$ cat src/rtl/register_bank_pkg.sv
// Shared types and helpers for register_bank: engine state encoding and byte-enable merge.
package register_bank_pkg;

    typedef enum logic [1:0] {
        IDLE = 2'd0,
        DUMP = 2'd1,
        LOAD = 2'd2
    } engine_state_t;

    // Merge is done at a fixed maximum width; callers zero-extend and truncate.
    localparam int unsigned MERGE_W     = 256;
    localparam int unsigned MERGE_BYTES = MERGE_W / 8;

    function automatic logic [MERGE_W-1:0] byte_merge(
        input logic [MERGE_W-1:0]     old_val,
        input logic [MERGE_W-1:0]     new_val,
        input logic [MERGE_BYTES-1:0] be
    );
        logic [MERGE_W-1:0] res;
        res = old_val;
        for (int unsigned b = 0; b < MERGE_BYTES; b++) begin
            if (be[b]) res[b*8 +: 8] = new_val[b*8 +: 8];
        end
        return res;
    endfunction

endpackage

$ cat src/rtl/register_bank_seq.sv
// Dump/load stream engine for register_bank: FSM, beat counter and handshakes.
module register_bank_seq
    import register_bank_pkg::*;
#(
    parameter int unsigned NUM_REGS = 4,
    parameter int unsigned IDX_W    = $clog2(NUM_REGS)
) (
    input  logic             clk,
    input  logic             reset,
    input  logic             dump_start,
    input  logic             load_start,
    input  logic             out_ready,
    input  logic             in_valid,
    output logic             busy,
    output logic             done,
    output logic             out_valid,
    output logic             in_ready,
    output logic [IDX_W-1:0] count,
    output logic             beat_we_c
);

    localparam logic [IDX_W-1:0] LAST = IDX_W'(NUM_REGS - 1);

    engine_state_t state;

    // A load beat writes the bank in the same cycle it is accepted.
    assign beat_we_c = in_ready && in_valid;

    always_ff @(posedge clk or posedge reset) begin
        if (reset) begin
            state     <= IDLE;
            count     <= '0;
            busy      <= 1'b0;
            done      <= 1'b0;
            out_valid <= 1'b0;
            in_ready  <= 1'b0;
        end else begin
            done <= 1'b0;
            case (state)
                IDLE: begin
                    if (dump_start) begin
                        state     <= DUMP;
                        count     <= '0;
                        busy      <= 1'b1;
                        out_valid <= 1'b1;
                    end else if (load_start) begin
                        state    <= LOAD;
                        count    <= '0;
                        busy     <= 1'b1;
                        in_ready <= 1'b1;
                    end
                end
                DUMP: begin
                    if (out_valid && out_ready) begin
                        if (count == LAST) begin
                            state     <= IDLE;
                            busy      <= 1'b0;
                            out_valid <= 1'b0;
                            done      <= 1'b1;
                        end else begin
                            count <= IDX_W'(count + 1'b1);
                        end
                    end
                end
                LOAD: begin
                    if (in_valid && in_ready) begin
                        if (count == LAST) begin
                            state    <= IDLE;
                            busy     <= 1'b0;
                            in_ready <= 1'b0;
                            done     <= 1'b1;
                        end else begin
                            count <= IDX_W'(count + 1'b1);
                        end
                    end
                end
                default: begin
                    state     <= IDLE;
                    busy      <= 1'b0;
                    out_valid <= 1'b0;
                    in_ready  <= 1'b0;
                end
            endcase
        end
    end

endmodule

$ cat src/rtl/register_bank.sv
// Parametrised register bank with bypassed read ports, a tap, and a dump/load stream engine.
// Optional byte-enable port writes are enabled by defining REGFILE_BYTE_WR_EN.
module register_bank
    import register_bank_pkg::*;
#(
    parameter int unsigned NUM_REGS = 4,
    parameter int unsigned WIDTH    = 16,
    parameter int unsigned NUM_RD   = 2,
    parameter int unsigned TAP_IDX  = 1,
    parameter int unsigned IDX_W    = $clog2(NUM_REGS)
) (
    input  logic                          clk,
    input  logic                          reset,
    input  logic [NUM_RD-1:0][IDX_W-1:0]  rd_sel,
    output logic [NUM_RD-1:0][WIDTH-1:0]  rd_val,
    input  logic                          wr_en,
    input  logic [IDX_W-1:0]              wr_sel,
    input  logic [WIDTH-1:0]              wr_val,
`ifdef REGFILE_BYTE_WR_EN
    input  logic [WIDTH/8-1:0]            wr_be,
`endif
    output logic [WIDTH-1:0]              tap_val,
    input  logic                          dump_start,
    input  logic                          load_start,
    output logic                          busy,
    output logic                          done,
    output logic                          out_valid,
    input  logic                          out_ready,
    output logic [IDX_W-1:0]              out_idx,
    output logic [WIDTH-1:0]              out_data,
    input  logic                          in_valid,
    output logic                          in_ready,
    input  logic [WIDTH-1:0]              in_data
);

    logic [WIDTH-1:0] regs [NUM_REGS];
    logic             beat_we_c;
    logic             port_we_c;
    logic [WIDTH-1:0] port_val_c;
    logic             bank_we_c;
    logic [IDX_W-1:0] bank_idx_c;
    logic [WIDTH-1:0] bank_val_c;

    register_bank_seq #(
        .NUM_REGS (NUM_REGS),
        .IDX_W    (IDX_W)
    ) u_seq (
        .clk        (clk),
        .reset      (reset),
        .dump_start (dump_start),
        .load_start (load_start),
        .out_ready  (out_ready),
        .in_valid   (in_valid),
        .busy       (busy),
        .done       (done),
        .out_valid  (out_valid),
        .in_ready   (in_ready),
        .count      (out_idx),
        .beat_we_c  (beat_we_c)
    );

    assign port_we_c = wr_en && !busy;

`ifdef REGFILE_BYTE_WR_EN
    assign port_val_c = WIDTH'(byte_merge(MERGE_W'(regs[wr_sel]), MERGE_W'(wr_val),
                                          MERGE_BYTES'(wr_be)));
`else
    assign port_val_c = wr_val;
`endif

    // Port writes and load beats never coincide: port writes are blocked while busy.
    assign bank_we_c  = beat_we_c || port_we_c;
    assign bank_idx_c = beat_we_c ? out_idx : wr_sel;
    assign bank_val_c = beat_we_c ? in_data : port_val_c;

    assign tap_val  = regs[TAP_IDX];
    assign out_data = regs[out_idx];

    always_ff @(posedge clk or posedge reset) begin
        if (reset) begin
            for (int unsigned i = 0; i < NUM_REGS; i++) regs[i] <= '0;
        end else if (bank_we_c) begin
            regs[bank_idx_c] <= bank_val_c;
        end
    end

    // Read ports forward the merged write value when they target the register being written.
    always_ff @(posedge clk or posedge reset) begin
        if (reset) begin
            rd_val <= '0;
        end else begin
            for (int unsigned p = 0; p < NUM_RD; p++) begin
                if (bank_we_c && (bank_idx_c == rd_sel[p])) rd_val[p] <= bank_val_c;
                else                                       rd_val[p] <= regs[rd_sel[p]];
            end
        end
    end

endmodule

$ cat config.mk
export PLATFORM = sky130hd
export DESIGN_NAME = register_bank
export DESIGN_NICKNAME = d
export VERILOG_FILES = /design/src/rtl/register_bank_pkg.sv /design/src/rtl/register_bank_seq.sv /design/src/rtl/register_bank.sv
export SDC_FILE = /design/constraint.sdc
export NUM_CORES = 1
export LEC_CHECK = 0
export BUFFER_PORTS_ARGS = -buffer_cell sky130_fd_sc_hd__buf_2
export CORE_AREA = 2 2 140 142
export CTS_BUF_LIST = sky130_fd_sc_hd__clkbuf_4
export DETAILED_ROUTE_END_ITERATION = 10
export DIE_AREA = 0 0 142 144
export GPL_TIMING_DRIVEN = 0
export HOLD_SLACK_MARGIN = 0.02
export PLACE_DENSITY = 0.52
export SETUP_SLACK_MARGIN = 0.4
export SYNTH_ARGS = -nofsm -noshare
export SYNTH_HDL_FRONTEND = slang
export SYNTH_SLANG_ARGS = --single-unit
export TNS_END_PERCENT = 1
$ cat constraint.sdc
create_clock -name clk -period 7.5 [get_ports clk]
set_input_delay 1.125 -clock clk [delete_from_list [all_inputs] [get_ports clk]]
set_output_delay 1.125 -clock clk [all_outputs]
set_load 0.005 [all_outputs]
# Word level (Yosys, flattened, before mapping)
# Index checks and enable logic that the tools add are counted.
dict set report totals {
  word_cells 96
  output_inout_bits 70
  in_bits 45
  ff_bits 104
}
dict set report classes {
  n_reduce_logical 14
  bitwise 6
  eq_ne 13
  add_sub_neg 1
  n_mux 45
  n_lt_le_gt_ge 5
}
# cell count
set op_table {}
lappend op_table {{16-bit 2-to-1 mux} 10}
lappend op_table {{16-bit binary-select mux with 2-bit select} 3}
lappend op_table {{64-bit bitwise mux} 1}
lappend op_table {{16-bit demux with 2-bit select} 1}
lappend op_table {{2-bit 2-to-1 mux} 11}
lappend op_table {{1-bit 2-to-1 mux} 13}
lappend op_table {{3-bit greater-or-equal comparator, second input constant} 4}
lappend op_table {{2-bit inverter with 3-bit output} 4}
lappend op_table {{2-bit one-hot mux with 3 select lines} 2}
lappend op_table {{1-bit one-hot mux with 3 select lines} 3}
lappend op_table {{2-bit inequality test, second input constant} 4}
lappend op_table {{4-bit AND reduction} 2}
lappend op_table {{1-bit logical AND} 6}
lappend op_table {{2-bit by 1-bit inequality test with 1-bit output, second input constant} 3}
lappend op_table {{5-bit AND reduction} 1}
lappend op_table {{2-bit equality test} 2}
lappend op_table {{2-bit equality test, second input constant} 2}
lappend op_table {{3-bit by 1-bit less-than comparator with 1-bit output, second input constant} 1}
lappend op_table {{3-bit inequality test, second input constant} 1}
lappend op_table {{3-bit AND reduction} 1}
lappend op_table {{3-bit nonzero test} 1}
lappend op_table {{2-bit by 1-bit adder with 2-bit output, second input constant} 1}
lappend op_table {{2-bit by 1-bit equality test with 1-bit output, second input constant} 1}
lappend op_table {{2-bit logical NOT} 1}
lappend op_table {{4 further kinds} 5}

# Longest topological paths before layout
# Gate-level depths: netlist (run 1).
dict set report logic_depth {
  ltp_word 8
  depth_mapped 7
  ltp_nobuf 7
}

# Hierarchy
# Synthesis (run 1) repeated with hierarchy kept, for this count alone.
dict set report hier_totals {
  cells_unflattened 481
  area_unflattened_um2 5657.9
}
# module cells_per_inst n_inst area_per_inst_um2 seq_area_each_um2
set modules_own_cells {}
lappend modules_own_cells {register_bank 427 1 5134.9 2402.3}
lappend modules_own_cells {register_bank_seq 54 1 523.0 200.2}

# Least setup slack after synthesis (run 1)
# Ideal clock, no wire load.
dict set report synth_path {
  kind {flip-flop to output port}
  startpoint {register u_seq.count[0]}
  endpoint {output port out_data[10]}
  setup_slack_ps 4904
  n_path_buf 2
  t_arrival_ps 1471
  t_required_ps 6375
  path_stages_with_launch 4
  path_cell_list {dfrtp_1 -> buf_2 -> buf_2 -> mux4_2}
}
dict set report synth_between {
  elab_chain_len 4
}
# element line_no
set synth_lines {}
lappend synth_lines {{start, declared} register_bank_seq.sv:18} ;# output logic [IDX_W-1:0] count,
lappend synth_lines {{start signal, assigned} register_bank_seq.sv:61} ;# count <= IDX_W'(count + 1'b1);
lappend synth_lines {{start signal, assigned} register_bank_seq.sv:73} ;# count <= IDX_W'(count + 1'b1);
lappend synth_lines {{2-bit inverter with 3-bit output (not written as such)} register_bank.sv:77} ;# assign out_data = regs[out_idx];
lappend synth_lines {{16-bit binary-select mux with 2-bit select} register_bank.sv:77}
lappend synth_lines {{16-bit 2-to-1 mux (not written as such) (2 in series)} register_bank.sv:77}
lappend synth_lines {{end, declared} register_bank.sv:30} ;# output logic [WIDTH-1:0] out_data,
# Every way passes these cells. The select of a mux whose other input is x is not followed.

# Worst setup path after layout (run 1)
dict set report layout_path {
  startpoint {register u_seq.count[1]}
  endpoint {output port out_data[7]}
}
# Same word-level chain as after synthesis.

==> results of run 1 <==
## worst paths after layout
check                      slack, ps      startpoint          end  depth (start not counted)
setup / recovery                3810  u_seq.count[1]  out_data[7]                          4
hold / removal                   540        regs[53]     regs[53]                          2
setup reg to reg                5180  u_seq.count[1]    rd_val[7]                          6
hold reg to reg                  540        regs[53]     regs[53]                          2
max in group asynchronous       6020           reset   rd_val[11]                          3
min in group asynchronous        760           reset    rd_val[3]                          2
## routing by layer
layer,part of all wire [%],vias to the layer above,global-route usage (%)
li1,-,1861,-
met1,44,2048,22.14
met2,49,128,26.04
met3,5.1,24,3.444
met4,1.9,2,6.000
met5,0.080,-,0
## power by group through the flow
stage | registers [mW] | logic [mW] | clock network (mW)
floorplan | 0.989 | 0.767 | 0
global placement | 1.01 | 1.16 | 0
detailed placement | 1.04 | 1.19 | 0
CTS | 1.02 | 1.19 | 0.275
global route | 1.06 | 1.30 | 0.293
finish | 1.02 | 1.17 | 0.267
## synthesized netlist by cell type
master / number
nand2_2: 1
and2_1: 1
mux2_2: 1
dfrtp_1: 104
o21ai_0: 38
and3_1: 2
a211oi_1: 1
clkbuf_1: 15
buf_6: 1
a221o_1: 1
nand2b_1: 3
nand2_1: 53
nand3_1: 1
mux2i_1: 51
nor2b_1: 2
inv_1: 39
buf_1: 2
a21oi_1: 22
buf_8: 2
buf_2: 8
nor2_1: 19
xnor2_1: 4
mux4_2: 48
a31oi_1: 2
nor3_4: 2
mux2_1: 1
buf_4: 16
a21o_1: 1
mux2i_4: 1
o21ai_1: 11
nand3b_1: 1
ha_1: 7
a21oi_4: 1
a21bo_2: 1
## sequential cells by signal (all words and copies together) (netlist names)
register and cells:
u_seq.busy 1, rd_val 32, tap_val 16, u_seq.count 2, u_seq.done 1, regs 48
u_seq.in_ready 1, u_seq.state 2, u_seq.out_valid 1
## worst max-delay path, stage by stage, from the launching register on
cell	delay, ps
dfrtp_1	440
buf_2	360
clkbuf_1	650
mux4_2	460
buf_2	150
## cells by family (layout without fill, tap and decap cells)
| logic type | after synthesis | count (layout) |
|---|---|---|
| xor gates and xnor gates | 4 | 4 |
| adders and majority gates | 7 | 7 |
| buffers and inverters | 83 | 210 |
| and+or+nand+nor | 85 | 85 |
| AOI/OAI and AO/OA | 78 | 78 |
| DFF | 104 | 104 |
| other | 0 | 1 |
| muxes | 102 | 102 |
## area by class of cell
cell class	count	share of cell area [%]
clock inverters	5	0.3633
plain buffers	44	4.054
repair buffers	111	8.719
inverters	39	2.275
well taps	238	4.551
diodes	1	0.03824
flip-flops and latches	104	39.77
clock buffers	11	1.262
multi-input cells	276	38.97
## metrics by stage
stage	instances	instance area [um^2]	setup slack (ps)	hold WS [ps]	power, mW
3_5_place_dp	812	6435	4320	503.6	2.221
2_1_floorplan	463	5564	3643	477.1	1.757
3_3_place_gp	811	6412	2393	492.1	2.172
5_1_grt	828	6541	3714	583.8	2.648
4_1_cts	828	6541	3743	546.6	2.490
6_report	829	6544	3807	539.4	2.459
==> reports/qor.csv, run 1 <==
metric;value;unit
pin count of the biggest net entering global routing;65;
Final min period;3693;ps
area growth from synthesis to layout;17.61;%
CP Max Fanout;10;
antenna violations before repair;2;
fin crit share;49.25;%
Hold WC Path Type;flip-flop to flip-flop;
post-CTS setup buffers;0;
core area;19080;um^2
Synth area leader;dfrtp_1;
Synth area leaders;dfrtp_1 47%, mux4_2 19%, mux2i_1 9.2%;
PortBufs;110;
Startpoint Class;flip-flop;
worst vdd ir;0.1422;mV
H-Tree Depth;3;
fin nets;637;
Worst EP required;6380;ps
static leakage;3.071;nW
clock skew;15.71;ps
post-synthesis xor/xnor area fraction;0.6296;%
Via density;4.901;
Routed WL;16.29;mm
Final TNS setup;0;ps
area of the multi-input gates;2550;um^2
wire length per cell;19.65;um
Residual DRC;0;
Post-CTS Resized;0;
post-DP HPWL;11.35;mm
Num CTS Buffers;9;
TritonCTS clock tree;built;
Reg area;2603;um^2
final setup fails;0;
total number of vias;4063;
most frequent cells in the layout;118 x buf_2, 104 x dfrtp_1, 53 x nand2_1, 51 x mux2i_1, 48 x mux4_2;
max-slew violations;0;
number of top-level pins;115;
first-pass GRT wire length;24.63;mm
Fin. Hold Viols;0;
commonest non-fill, non-tap cell in the layout;buf_2;
die area;20450;um^2
Post-Syn Instances;463;
Synth Warn #;0;
Pint;1.506;mW
global route overflow;0;
total of max-cap violations;0;
largest family of logic cells by synthesized area;multiplexers;
layout cells sized above 1;35.08;%
Clk pwr share;10.9;%
post-synthesis adder-cell area fraction;1.574;%
PD cells;375.8;nW/um^2
Total GRT Usage;16.35;%
post-synthesis compound-gate area fraction;7.533;%
clock buffer depth;2;
critical path arrival;2570;ps
RSZ-0062 raised after global routing;no;
Crit. End Element;output port;
Netlist Area Pre-Place;5564;um^2
Layout fillers;1898;
Die H;144;um
Root Buffer;clkbuf_4;
share of the synthesized area in the top cell type;46.77;%
logic gate share of total power;47.5;%
Peak Freq;270.7;MHz
Clock Latency Late Sink;500;ps
Initial DRT Pass Iterations;5;
Switch Pwr;0.9532;mW
vias in the first global route;4219;
Synth Area in Simple Gates;6.679;%
Die Span X;142;um
CTS sink count;104;
antenna viol nets, final;0;
net count after synthesis;515;
clk slew on worst S/H paths;150;ps
# hold bufs at CTS;0;
multiplexer share of the synthesized area;29.41;%
crit path kind;flip-flop to output port;
number of synthesized register bits;104;
register area share after synthesis;46.77;%
Max transition margin;44.95;%
register share of total power;41.6;%
Util after Layout;34.30;%
Rows;51;
sw frac;38.76;%
GP Congestion;0.8762;
Unique masters post-synth;34;
Tightest Pin Transition;825.7;ps
initial core utilization;29.16;%
Mean Syn Cell Area;12.02;um^2
DRT iter0 DRCs;250;
status;completed;
Note: power is estimated with default switching activity, not from simulation.
==> run 2: changes to the inputs <==
--- a/config.mk
+++ b/config.mk
@@ -12,7 +12,7 @@
 export DIE_AREA = 0 0 142 144
 export GPL_TIMING_DRIVEN = 0
 export HOLD_SLACK_MARGIN = 0.02
-export PLACE_DENSITY = 0.52
+export PLACE_DENSITY = 0.54
 export SETUP_SLACK_MARGIN = 0.4
 export SYNTH_ARGS = -nofsm -noshare
 export SYNTH_HDL_FRONTEND = slang
==> constraint.sdc (replaced) <==
create_clock -name clk -period 3.14 [get_ports clk]
set_input_delay 0.471 -clock clk [delete_from_list [all_inputs] [get_ports clk]]
set_output_delay 0.471 -clock clk [all_outputs]
set_load 0.005 [all_outputs]
==> reports/qor.csv, run 2 (synthesized netlist as in run 1, its figures left out) <==
metric;value;unit;change
Layout fillers;1909;;+0.58%
Num CTS Buffers;9;;unchanged
fin nets;639;;+0.31%
clock buffer depth;2;;unchanged
Hold WC Path Type;primary input to flip-flop;;
CTS sink count;104;;unchanged
final setup fails;0;;unchanged
clk slew on worst S/H paths;150;ps;about the same
Crit. End Element;output port;;
clock skew;8.563;ps;-7.145 ps
cell total after placement;813;;+0.12%
Total GRT Usage;16.30;%;-0.044 points
Startpoint Class;flip-flop;;
post-CTS setup buffers;0;;unchanged
Residual DRC;0;;unchanged
CP peak stage delay;560;ps;-90 ps
vias in the first global route;4177;;-1.0%
Tightest Pin Transition;771.0;ps;-54.74 ps
die area;20450;um^2;unchanged
design area;6588;um^2;+0.67%
global route overflow;0;;unchanged
DRT iter0 DRCs;289;;+16%
Via density;4.930;;+0.59%
antenna viol nets, final;0;;unchanged
wire length per cell;19.52;um;-0.66%
DP Area;6456;um^2;+0.33%
GP Congestion;0.8809;;+0.54%
Fin. Hold Viols;0;;unchanged
commonest non-fill, non-tap cell in the layout;buf_2;;
PortBufs;110;;unchanged
crit path kind;flip-flop to output port;;
total number of vias;4087;;+0.59%
Clock Latency Late Sink;500;ps;about the same
crit path cell chain;buf_6 > buf_4 > mux4_2 > buf_2;;
RSZ-0062 raised after global routing;no;;
critical path arrival;2140;ps;-430 ps
static leakage;3.088;nW;+0.54%
CP Max Fanout;10;;unchanged
initial core utilization;29.16;%;unchanged
critical path's slowest cell;mux4_2;;
H-Tree Depth;3;;unchanged
Peak Freq;383.0;MHz;
area growth from synthesis to layout;18.39;%;
antenna violations before repair;1;;-1
Die Span X;142;um;unchanged
WP buf/inv;3;;unchanged
Final TNS setup;0;ps;unchanged
fin crit share;83.16;%;
post-DP HPWL;11.37;mm;+0.10%
first-pass GRT wire length;24.50;mm;-0.56%
number of top-level pins;115;;unchanged
TritonCTS clock tree;built;;
Largest Register;regs;;
max-slew violations;0;;unchanged
worst vdd ir;0.3441;mV;+140%
most frequent cells in the layout;115 x buf_2, 103 x dfrtp_1, 53 x nand2_1, 51 x mux2i_1, 48 x mux4_2;;
pin count of the biggest net entering global routing;44;;-32%
Max transition margin;48.60;%;+3.6 points
Rows;51;;unchanged
layout cells sized above 1;35.53;%;+0.45 points
Final min period;2611;ps;
total of max-cap violations;0;;unchanged
Routed WL;16.18;mm;-0.66%
Die H;144;um;unchanged
core area;19080;um^2;unchanged
CP delay by family, top;buffers and inverters;;
Initial DRT Pass Iterations;4;;-1
Worst EP required;2670;ps;-3710 ps
Root Buffer;clkbuf_4;;
Ant. Diodes;0;;-1
PD cells;895.0;nW/um^2;+140%
Non-Filler Instances;829;;unchanged
status;completed;;
max reg flops;48;;unchanged
run 2: cell type report:
cell class / instances / area [um^2] / share of cell area [%]
Clock buffer: 13 / 97.59 / 1.481
Tap cell: 238 / 297.8 / 4.520
Buffer: 44 / 280.3 / 4.255
Timing Repair Buffer: 113 / 600.6 / 9.117
Clock inverter: 2 / 7.507 / 0.1140
Multi-Input combinational cell: 276 / 2550 / 38.71
Sequential cell: 104 / 2604 / 39.53
Inverter: 39 / 150.1 / 2.279
run 2: stage by stage:
step | util [%] | setup WS (ps) | power, mW | hold slack [ps]
after floorplan | - | 1198 | 4.196 | 477.1
after global placement | 33.63 | 669.9 | 5.188 | 490.9
after detailed placement | 33.84 | 652.3 | 5.307 | 499.3
after CTS | 34.51 | 440.8 | 5.960 | 223.3
after global routing | 34.53 | 451.3 | 6.371 | 240.9
final | 34.53 | 528.8 | 5.896 | 242.2
run 2: timing repair:
action                     4_1_cts  5_1_grt
pin swaps                        0        0
setup endpoints to repair       13        4
hold endpoints to repair        20        0
gates resized for setup          5        2
hold buffers                     1        0
run 2: worst min-delay path, stage by stage:
cell	delay [ps]
buf_2	120
nand2_1	60
mux2i_1	60
run 2: metal layers:
layer,vias up,wire [um],GRT usage [%]
met5,-,13,0
met1,2036,6952,21.57
met3,29,1048,3.113
li1,1864,-,-
met2,156,7845,26.98
met4,2,321,5.632
run 2: path summary, 6_finish.rpt:
path	start	to	slack, ps	cells past startpoint
min reg2reg	regs[59]	regs[59]	540	2
min	dump_start	u_seq.state[0]	240	3
max	u_seq.count[0]	out_data[7]	530	4
max reg2reg	u_seq.count[1]	rd_val[7]	810	6
min in group asynchronous	reset	rd_val[20]	550	3
max in group asynchronous	reset	u_seq.count[0]	1990	4
run 2: where the power goes:
group / internal, mW / leakage (nW) / total [mW] / switching (mW)
sequential: 1.96 / 1.27 / 2.44 / 0.483
combinational: 1.48 / 1.75 / 2.82 / 1.33
clock: 0.191 / 0.0629 / 0.637 / 0.447
